**config.mk**
```make
export PLATFORM = sky130hd
export DESIGN_NAME = csr_unit
export DESIGN_NICKNAME = d
export VERILOG_FILES = /design/src/rtl/csr_unit.sv
export SDC_FILE = /design/constraint.sdc
export NUM_CORES = 1
export LEC_CHECK = 0
export CAP_MARGIN = 20
export CORE_ASPECT_RATIO = 1.4
export CORE_UTILIZATION = 64
export DETAILED_ROUTE_END_ITERATION = 7
export PLACE_DENSITY = 0.86
export SLEW_MARGIN = 20
export SYNTH_ARGS = -nofsm -noshare
export SYNTH_HDL_FRONTEND = slang
export SYNTH_SLANG_ARGS = --single-unit
```
**constraint.sdc**
```tcl
create_clock -name iw_clk -period 3.7 [get_ports iw_clk]
set_clock_uncertainty 0.1 [all_clocks]
set_input_delay 0.37 -clock iw_clk [delete_from_list [all_inputs] [get_ports iw_clk]]
set_output_delay 0.37 -clock iw_clk [all_outputs]
set_load 0.005 [all_outputs]
```
**src/rtl/csr_unit.sv**
```systemverilog
// CSR responder: scratch CSRs, counter control and 48-bit cycle/instret counters with tear-free HI shadows.
// Build option: define CSR_INSTRET_EN to implement the instret counter, its shadow and CNTCTL[1].
module csr_unit #(
  parameter int CSR_AW = 12,
  parameter int CSR_DW = 24,
  parameter int CNT_W  = 48
) (
  input  logic              iw_clk,
  input  logic              iw_rst,
  input  logic              iw_req_valid,
  output logic              ow_req_ready,
  input  logic              iw_req_we,
  input  logic [CSR_AW-1:0] iw_req_addr,
  input  logic [CSR_DW-1:0] iw_req_wdata,
  input  logic              iw_mode_kernel,
  output logic              ow_resp_valid,
  input  logic              iw_resp_ready,
  output logic [CSR_DW-1:0] ow_resp_rdata,
  output logic              ow_resp_err,
  input  logic              iw_instr_retire
);
  localparam int HI_W = CNT_W - CSR_DW;
  localparam logic [CSR_AW-1:0] A_KSCR   = 'h800;
  localparam logic [CSR_AW-1:0] A_CNTCTL = 'h801;
  localparam logic [CSR_AW-1:0] A_CYC_LO = 'hC00;
  localparam logic [CSR_AW-1:0] A_CYC_HI = 'hC01;
`ifdef CSR_INSTRET_EN
  localparam logic [CSR_AW-1:0] A_IR_LO  = 'hC02;
  localparam logic [CSR_AW-1:0] A_IR_HI  = 'hC03;
  localparam logic              IR_EN    = 1'b1;
`else
  localparam logic              IR_EN    = 1'b0;
`endif

  logic [CSR_DW-1:0] r_scratch [4];
  logic [CSR_DW-1:0] r_kscratch;
  logic [1:0]        r_cntctl;
  logic [CNT_W-1:0]  r_cycle;
  logic [HI_W-1:0]   r_cycle_hi;
  logic              r_resp_valid;
  logic [CSR_DW-1:0] r_resp_rdata;
  logic              r_resp_err;

  logic              w_accept;
  logic              w_mapped;
  logic [CSR_DW-1:0] w_rdata;
  logic              w_priv_fault;
  logic              w_ro_fault;
  logic              w_err;
  logic              w_wr;
  logic              w_rd_ok;

  assign ow_req_ready  = !r_resp_valid || iw_resp_ready;
  assign ow_resp_valid = r_resp_valid;
  assign ow_resp_rdata = r_resp_rdata;
  assign ow_resp_err   = r_resp_err;
  assign w_accept      = iw_req_valid && ow_req_ready;

`ifdef CSR_INSTRET_EN
  logic [CNT_W-1:0] r_instret;
  logic [HI_W-1:0]  r_instret_hi;
`else
  logic w_unused_retire;
  assign w_unused_retire = iw_instr_retire;
`endif

  always_comb begin
    w_mapped = 1'b0;
    w_rdata  = '0;
    if (iw_req_addr[CSR_AW-1:2] == '0) begin
      w_mapped = 1'b1;
      w_rdata  = r_scratch[iw_req_addr[1:0]];
    end else begin
      case (iw_req_addr)
        A_KSCR:   begin w_mapped = 1'b1; w_rdata = r_kscratch; end
        A_CNTCTL: begin w_mapped = 1'b1; w_rdata = {{(CSR_DW-2){1'b0}}, r_cntctl}; end
        A_CYC_LO: begin w_mapped = 1'b1; w_rdata = r_cycle[CSR_DW-1:0]; end
        A_CYC_HI: begin w_mapped = 1'b1; w_rdata = CSR_DW'(r_cycle_hi); end
`ifdef CSR_INSTRET_EN
        A_IR_LO:  begin w_mapped = 1'b1; w_rdata = r_instret[CSR_DW-1:0]; end
        A_IR_HI:  begin w_mapped = 1'b1; w_rdata = CSR_DW'(r_instret_hi); end
`endif
        default: ;
      endcase
    end
  end

  // 0x800-0xBFF is the kernel window; 0xC00-0xCFF is the read-only counter window.
  assign w_priv_fault = (iw_req_addr[CSR_AW-1 -: 2] == 2'b10) && !iw_mode_kernel;
  assign w_ro_fault   = iw_req_we && (iw_req_addr[CSR_AW-1 -: 4] == 4'hC);
  assign w_err        = !w_mapped || w_priv_fault || w_ro_fault;
  assign w_wr         = w_accept && iw_req_we && !w_err;
  assign w_rd_ok      = w_accept && !iw_req_we && !w_err;

  // valid/ready: a request is taken when valid && ready; the response is held until
  // resp_ready is seen at an edge, and a new accept in that edge overwrites it directly.
  always_ff @(posedge iw_clk or negedge iw_rst) begin
    if (!iw_rst) begin
      r_resp_valid <= 1'b0;
      r_resp_rdata <= '0;
      r_resp_err   <= 1'b0;
    end else if (w_accept) begin
      r_resp_valid <= 1'b1;
      r_resp_rdata <= (w_err || iw_req_we) ? '0 : w_rdata;
      r_resp_err   <= w_err;
    end else if (iw_resp_ready) begin
      r_resp_valid <= 1'b0;
    end
  end

  always_ff @(posedge iw_clk or negedge iw_rst) begin
    if (!iw_rst) begin
      for (int i = 0; i < 4; i++) r_scratch[i] <= '0;
      r_kscratch <= '0;
      r_cntctl   <= {IR_EN, 1'b1};
    end else if (w_wr) begin
      if (iw_req_addr[CSR_AW-1:2] == '0) r_scratch[iw_req_addr[1:0]] <= iw_req_wdata;
      if (iw_req_addr == A_KSCR)         r_kscratch <= iw_req_wdata;
      if (iw_req_addr == A_CNTCTL)       r_cntctl <= {iw_req_wdata[1] & IR_EN, iw_req_wdata[0]};
    end
  end

  // Shadow captures the pre-increment HI, matching the LO value returned in the same edge.
  always_ff @(posedge iw_clk or negedge iw_rst) begin
    if (!iw_rst) begin
      r_cycle    <= '0;
      r_cycle_hi <= '0;
    end else begin
      if (r_cntctl[0]) r_cycle <= r_cycle + CNT_W'(1);
      if (w_rd_ok && iw_req_addr == A_CYC_LO) r_cycle_hi <= r_cycle[CNT_W-1:CSR_DW];
    end
  end

`ifdef CSR_INSTRET_EN
  always_ff @(posedge iw_clk or negedge iw_rst) begin
    if (!iw_rst) begin
      r_instret    <= '0;
      r_instret_hi <= '0;
    end else begin
      if (r_cntctl[1] && iw_instr_retire) r_instret <= r_instret + CNT_W'(1);
      if (w_rd_ok && iw_req_addr == A_IR_LO) r_instret_hi <= r_instret[CNT_W-1:CSR_DW];
    end
  end
`endif

endmodule

```
# Yosys cells after proc, flatten, opt, wreduce, memory -nomap -nowiden
# Index checks and enable logic that the tools add are counted.
# totals
wordCells	58
output_inout_bits	27
ram_bits	0
latchBits	0
ff_bits	219
inputBits	43
memories	0
mem_bits_ro	0
# classes
n_reduce_logical	24
eq_ne	6
magnitude_cmp	2
multipliers	0
n_bitwise	1
addsub	1
n_div	0
shift	0
muxes	13
# ops
operator	count
$mux W24	5
$bwmux W96	1
$pmux W24 S4	1
$add A48 B1 Y48 const B	1
$bmux W24 S2	1
$demux W24 S2	1
$eq A12 B12 Y1 const B	4
$logic_not A10 Y1	1
$logic_and A1 B1 Y1	9
$reduce_and A2 Y1	3
$logic_not A1 Y1	5
$eq A4 B4 Y1 const B	1
$logic_or A1 B1 Y1	4
$mux W1	4
$reduce_or A4 Y1	1
$ge A3 B3 Y1 const B	1
$lt A3 B1 Y1 const B	1
$not A2 Y3	1
$eq A2 B2 Y1 const B	1
$reduce_bool A2 Y1	1

# Logic depth before layout (Yosys ltp)
# Gate-level depths: netlist (run 1).
# logic_depth
word_depth	10
depth_mapped	7
depth_no_buf	5

# Worst setup path after synthesis (run 1)
# No wires, ideal clock.
# synth_path
kind	in2reg
start	in iw_req_addr[9]
end	reg r_kscratch[10]
path_slack_ns	1.325
path_buffers	1
stages	5
t_required_ns	3.475
t_arrival_ns	2.150
path_cell_list	or4b_4 or3b_4 nor4_4 buf_6 mux2_2
# synth_between
elab_chain_cells	10
word_cells_on_any_way	16
classes_between	5 x eq/ne; 2 x mux; 9 x reduce/logical
# synth_lines
item	line_no	source
start, declared	13	input logic [CSR_AW-1:0] iw_req_addr,
$eq A12 B12 Y1, on equally long branches	74, 118	
$reduce_or A4 Y1 (no line)	n/a	
$mux W1	74	case (iw_req_addr)
$mux W1	70	if (iw_req_addr[CSR_AW-1:2] == '0) begin
$logic_not A1 Y1	91	assign w_err = !w_mapped || w_priv_fault || w_ro_fault;
$logic_or A1 B1 Y1 (2 in series)	91	
$logic_not A1 Y1	92	assign w_wr = w_accept && iw_req_we && !w_err;
$logic_and A1 B1 Y1	92	
$reduce_and A2 Y1 (no line) *	n/a	
end signal, assigned	118	if (iw_req_addr == A_KSCR) r_kscratch <= iw_req_wdata;
end, declared	36	logic [CSR_DW-1:0] r_kscratch;
# Mark *: on every way between the ends. The rest lies on a longest branch, timed or not.
# A chain may end at the register's enable or synchronous reset.

# Worst setup path in the final report (run 1)
# layout_path
start	in iw_req_addr[7]
end	reg r_cycle_hi[19]
# layout_between
elab_chain_cells	10
word_cells_on_any_way	14
classes_between	4 x eq/ne; 2 x mux; 8 x reduce/logical
# layout_lines
item	line_no	source
$eq A12 B12 Y1, on equally long branches	74, 130	
$reduce_or A4 Y1 (no line)	n/a	
$mux W1	74	
$mux W1	70	
$logic_not A1 Y1	91	
$logic_or A1 B1 Y1 (2 in series)	91	
$logic_not A1 Y1	93	assign w_rd_ok = w_accept && !iw_req_we && !w_err;
$logic_and A1 B1 Y1	93	
$logic_and A1 B1 Y1 *	130	if (w_rd_ok && iw_req_addr == A_CYC_LO) r_cycle_hi <= r_cycle[CNT_W-1:CSR_DW];
end signal, assigned	130	
end, declared	39	logic [HI_W-1:0] r_cycle_hi;
# Marks and branches as above.

==> metrics.yaml, run 1 <==
cts_htree_levels: 1
core_region_area_um2: 15200
ir_drop_mv: 0.397
final.setup.tns_ns: 0
timing.reg2reg.setup_slack_ns: 1.01
maxClockFrequency_mhz: 371
ios: 70
p_total_mw: 4.97
estimated_wirelength_of_the_detail_placed_design_mm: 15.4
synth.area.mux_share: 0.245
post_drt_wl_per_cell_um: 23.9
met1_length_mm: 8.97
cts_inserted_buffers: 22
synth_compound_gate_area_share: 0.0404
synth_nets: 798
drv_cap: 0
run_status: "finished clean"
finalHoldViolCount: 0
synth_area_leaders: "dfrtp_1, mux2_2, mux4_2, xor2_1, a221oi_1"
vias: 6802
syn_inst: 754
drt-vias-per-instance: 6.65
worstSetupStartpointType: "input pin"
synth_top_area_frac: 0.542
grt-ovfl-total: 0
layout_worst_path_cycle_share: 0.728
power-per-cell-area_nw_per_um2: 424
synth.distinct_cells: 44
postSynthAreaPerCell_um2: 13.4
finalWirelength_mm: 24.4
endpoint: "r_cycle_hi[19]"
num-nets-final: 860
die-area_um2: 16300
syn2layout_area_growth_pct: 16.3
yosysMostFrequentCell: "dfrtp_1"
cp.arrival_ns: 2.97
xor_xnor_portion_of_the_synthesized_cell_area: 0.0409
root_cell_of_the_clock_tree: "clkbuf_16"
global_route_wire_length_before_repair_mm: 38.9
timing.max_slew.rel_slack: 0.367
cts.reportedPaths.clkPinSlew_ns: 0.06
number_of_instances_in_the_placed_design: 983
combinational_family_with_the_most_area_after_synthesis: "multiplexers"
final.hold.worst_slack_ns: 0.384
grt_antenna_before_repair: 1
synthFlopType: "dfrtp_1"
netlist_area_um2: 10100
drt_iter0_drc: 537
ys_ff_latch: 219
drt-pass1-iter-count: 5
placement_rows: 53
endpoint_kind: "register"
worst-endpoint-required_ns: 3.98
cts_resized: 0
tritoncts_num_sinks: 219
met2RoutedLength_mm: 13.3
layoutNonFillerInstCount: 1023
startpoint: "iw_req_addr[7]"
final_antenna_net_count: 0
number_of_global_route_vias_before_repair: 7419
reg2reg_depth: 4
worst_r2r_endpoint: "r_cycle[32]"
drcViolationCount: 0
gpl.final_weighted_congestion: 0.837
tritoncts: "done"
synth_top_cells_by_count: "dfrtp_1, mux2_2, nand2_1"
fp.dieW_um: 108
largest_net_degree_at_the_start_of_global_routing: 114
fraction_of_registers_with_async_set_reset: 1.00
setup_viol_count_final: 0
type_of_the_worst_min_delay_path: "register to register"
port-buffer-count: 68
synth_edf_count: 0
top_layer_in_use: "met4"
synth_simple_gate_area_frac: 0.101
min_period_ns: 2.69
sequential_area_share_after_synthesis: 0.544
met3_length_mm: 1.23
start_util: 0.663
clock_tree.buffer_depth: 3
setup_repair_after_global_routing_missed_its_margin: "false"
worst_skew_pair.late_latency_ns: 0.50
p_leak_nw: 5.55
ys_warn_count: 0
r2r_start: "r_cycle[11]"
crit_path_max_fanout: 24
global_route.usage.total: 0.315
die_height_um: 150
tightestPinTransition_ns: 0.949
synthAdderAreaFrac: 0.00124
timing_max_transition_violations_final: 0
synthDominantAreaCellType: "dfrtp_1"
timing.setup.critical_path_class: "input pin to register"
drive_above_1_share: 0.317
[flip-flops by register name (all words and copies together), names as in the netlist]
signal	cells
r_cntctl	1
ow_resp_valid	1
r_kscratch	24
r_scratch	96
r_cycle	48
r_cycle_hi	24
ow_resp_rdata	24
ow_resp_err	1
[final cells by class]
class	count	area, µm²
flip-flops and latches	219	5480
multi-input cells	480	4350
fillers	887	3470
repair buffers	88	845
clock buffers	31	636
well taps	192	240
clock inverters	7	138
inverters	5	18.8
diodes	1	2.50
[cell usage in the layout (no fill, tap or decap), types with 14 or more instances in the layout]
cell type	synthesis	layout
mux4_2	25	25
a221oi_1	23	23
nor4_1	21	20
nor2_1	36	36
clkbuf_16	0	23
xnor2_1	14	14
mux2_2	169	169
xor2_1	33	33
nand2_1	45	45
o31ai_1	23	23
dfrtp_1	218	218
clkdlybuf4s50_1	0	66
nand4_1	20	20
buf_4	10	18
[routing by layer]
layer  vias to the layer above  global-route usage
met5                         -                   0
met4                         0               0.142
met3                        85              0.0511
met2                       291               0.567
met1                      3515               0.366
li1                       2911                   -
[worst max-delay path: stages]
cell and delay [ns]:
clkdlybuf4s50_1 0.40, nor4_1 0.58, nand4_2 0.46, and4bb_2 0.43, buf_4 0.33, mux2_2 0.39
[worst min-delay path by stage]
stage,endpoint,start,cells after the start
floorplan,ow_resp_err,iw_rst,0
global placement,r_cycle[47],r_cycle[47],1
detailed placement,ow_resp_rdata[9],ow_resp_rdata[9],2
CTS,ow_resp_err,ow_resp_err,1
global route,r_cycle[47],r_cycle[47],1
finish,ow_resp_rdata[13],ow_resp_rdata[13],2
[cells by family after synthesis]
| group | Yosys count |
|---|---|
| compound gates | 51 |
| mux | 194 |
| simple gates | 187 |
| flops | 219 |
| buf+inv | 55 |
| fa+ha+maj | 1 |
| xor+xnor | 47 |
[report_power, final]
part	switching, mW	internal [mW]	total [mW]
Sequential	0.00273	2.40	2.40
Clock	0.894	1.47	2.37
Combinational	0.121	0.0764	0.198
[through the flow]
stage / area [µm²] / utilization / setup slack, ns
final: 11700 / 0.771 / 1.01
after global routing: 11700 / 0.771 / 0.886
after floorplan: 10100 / - / 1.33
after detailed placement: 10900 / 0.719 / 0.551
after CTS: 11700 / 0.771 / 1.03
after global placement: 10900 / 0.719 / 0.666
[timing repair]
| action | in CTS | in global routing |
|---|---|---|
| hold endpoints to repair | 110 | 0 |
| setup buffers | 0 | 0 |
| hold buffers | 1 | 0 |
Note: power is estimated with default switching activity, not from simulation.
==> run 2, diff against run 1 <==
CORE_UTILIZATION = 59   (was 64)
PLACE_DENSITY = 0.8   (was 0.86)
clock period = 2.8 ns   (was 3.7 ns; I/O delays follow)
==> run 2 against run 1 <==
Compared with the run above: via count down 1.8%; clock power rose by 8%; setup slack lost 0.50 ns; count of clock-buffer cells in the layout up 3; largest cell class unchanged.
==> metrics.yaml, run 2 (synthesis results as in run 1) <==
final.hold.worst_slack_ns: 0.285  # -0.0993 ns
clock_tree.buffer_depth: 3  # unchanged
worstSetupStartpointType: "register"
drive_above_1_share: 0.317  # about the same
number_of_global_route_vias_before_repair: 7207  # -2.9%
worst_path_largest_cell_delay_ns: 0.57  # about the same
largest_net_degree_at_the_start_of_global_routing: 92  # -19%
root_cell_of_the_clock_tree: "clkbuf_16"
timing.reg2reg.setup_slack_ns: 0.50  # -0.50 ns
setup_viol_count_final: 0  # unchanged
number_of_instances_in_the_placed_design: 1006  # +2.3%
worst-endpoint-required_ns: 3.11  # -0.87 ns
worst-path-buf-inv: 1  # -1
layout.filler_cells: 1122  # +26%
timing.critical_path.depth: 5  # -1
final_cell_mix: "dfrtp_1, mux2_2, clkdlybuf4s50_1"
largest_registers: "r_scratch: 96 flops, r_cycle: 48 flops"
p_leak_nw: 5.55  # about the same
grt-ovfl-total: 0  # unchanged
global_route_wire_length_before_repair_mm: 37.9  # -2.5%
cpMaxStageDelayCell: "or4_1"
crit_path_max_fanout: 28  # +17%
drt-pass1-iter-count: 5  # unchanged
num-nets-final: 871  # +1.3%
power-per-cell-area_nw_per_um2: 512  # +21%
largest_register_ffs: 96  # unchanged
tritoncts_num_sinks: 219  # unchanged
antenna-diode-count: 0  # -1
worst_skew_pair.late_latency_ns: 0.49  # about the same
maxClockFrequency_mhz: 436
type_of_the_worst_min_delay_path: "input pin to asynchronous set/reset pin"
cts_resized: 0  # unchanged
finalWirelength_mm: 23.2  # -5.0%
tritoncts: "done"
p_total_mw: 6.02  # +21%
ir_drop_mv: 0.529  # +33%
crit_family: "simple AND/OR/NAND/NOR gates"
reg2reg_depth: 5  # +1
core_region_area_um2: 16700  # +10%
vias: 6679  # -1.8%
final_core_utilization: 0.701  # -0.0702
syn2layout_area_growth_pct: 16.5
finalWorstSetupSlack_ns: 0.504  # -0.501 ns
die_height_um: 157  # +4.1%
ios: 70  # unchanged
port-buffer-count: 68  # unchanged
final_design_area_no_fill_um2: 11700  # +0.24%
cts_inserted_buffers: 21  # -4.5%
gpl.final_weighted_congestion: 0.877  # +4.9%
run_status: "finished clean"
post_drt_wl_per_cell_um: 22.2  # -6.8%
final_antenna_net_count: 0  # unchanged
cts.reportedPaths.clkPinSlew_ns: 0.06  # about the same
drcViolationCount: 0  # unchanged
cts_htree_levels: 1  # unchanged
setup_repair_after_global_routing_missed_its_margin: "false"
finalHoldViolCount: 0  # unchanged
final.setup.tns_ns: 0  # unchanged
min_period_ns: 2.30
layoutNonFillerInstCount: 1042  # +1.9%
drt-vias-per-instance: 6.41  # -3.6%
timing_max_transition_violations_final: 0  # unchanged
global_route.usage.total: 0.279  # -0.0364
placement_rows: 56  # +5.7%
timing.max_slew.rel_slack: 0.466  # +0.0993
placed_area_um2: 11100  # +1.9%
postCtsSetupRepairBufs: 0  # unchanged
cp.arrival_ns: 2.61  # -0.36 ns
die-area_um2: 17600  # +8.3%
drv_cap: 0  # unchanged
layout_worst_path_cycle_share: 0.820
cp_cell_sequence: "nand4_2 -> or4_1 -> buf_4 -> nor4_1 -> xor2_1"
regMostFlops: "r_scratch"
commonest_non_fill_non_tap_cell_in_the_layout: "dfrtp_1"
start_util: 0.601  # -0.0618
grt_antenna_before_repair: 0  # -1
endpoint_kind: "register"
timing.setup.critical_path_class: "register to register"
estimated_wirelength_of_the_detail_placed_design_mm: 15.8  # +2.6%
fp.dieW_um: 112  # +4.1%
pre_cts_ws_ns: 0.0239  # -0.527 ns
drt_iter0_drc: 406  # -24%
tightestPinTransition_ns: 0.800  # -0.149 ns
-- run 2: cell count changes in the layout (fill, tap and decap cells not counted) --
cell | previous run | this run
buf_12 | 1 | 9
buf_4 | 18 | 22
bufinv_16 | 4 | 0
clkbuf_1 | 5 | 11
clkbuf_16 | 23 | 21
clkbuf_8 | 4 | 3
clkinv_2 | 2 | 1
clkinvlp_4 | 1 | 0
diode_2 | 1 | 0
-- run 2: power by group --
group / total, mW / switching (mW) / internal, mW
combinational: 0.273 / 0.163 / 0.110
sequential: 3.17 / 0.00332 / 3.17
clock: 2.57 / 1.13 / 1.44
-- run 2: area by class of cell --
type / instances / area (µm²) / area share
Timing Repair Buffer: 100 / 1030 / 0.0881
Tap cell: 203 / 254 / 0.0216
Multi-Input combinational cell: 480 / 4350 / 0.371
Clock inverter: 1 / 5.00 / 0.000426
Clock buffer: 34 / 594 / 0.0506
Sequential cell: 219 / 5480 / 0.467
Inverter: 5 / 18.8 / 0.00160
-- run 2: worst paths after layout --
path | endpoint | start
worst max-delay path | r_cycle[46] | r_cycle[12]
worst min-delay path | r_cycle_hi[15] | iw_rst
worst max register to register | r_cycle[46] | r_cycle[12]
worst min register to register | ow_resp_rdata[18] | ow_resp_rdata[18]
max in group asynchronous | r_scratch[33] | iw_rst
min in group iw_clk | ow_resp_valid | iw_req_valid
-- run 2: repair_timing --
action                                 in CTS  in global routing
hold buffers                                1                  0
endpoints found under the hold margin      86                  0
setup endpoints to repair                   0                  0
-- run 2: worst register-to-register path: cells and delay by family (launching register included) --
| family | cells | cell delay (ns) |
|---|---|---|
| xor+xnor | 1 | 0.19 |
| buf+inv | 1 | 0.25 |
| simple gates | 3 | 1.20 |
| flops | 1 | 0.48 |
-- run 2: per-layer routing --
layer,wire length [µm],part of all wire,vias to the layer above,GRT usage
met1,8840,0.38,3485,0.336
li1,-,-,2922,-
met3,964,0.042,56,0.0337
met5,0,0,-,0
met2,12700,0.55,216,0.505
met4,703,0.030,0,0.117
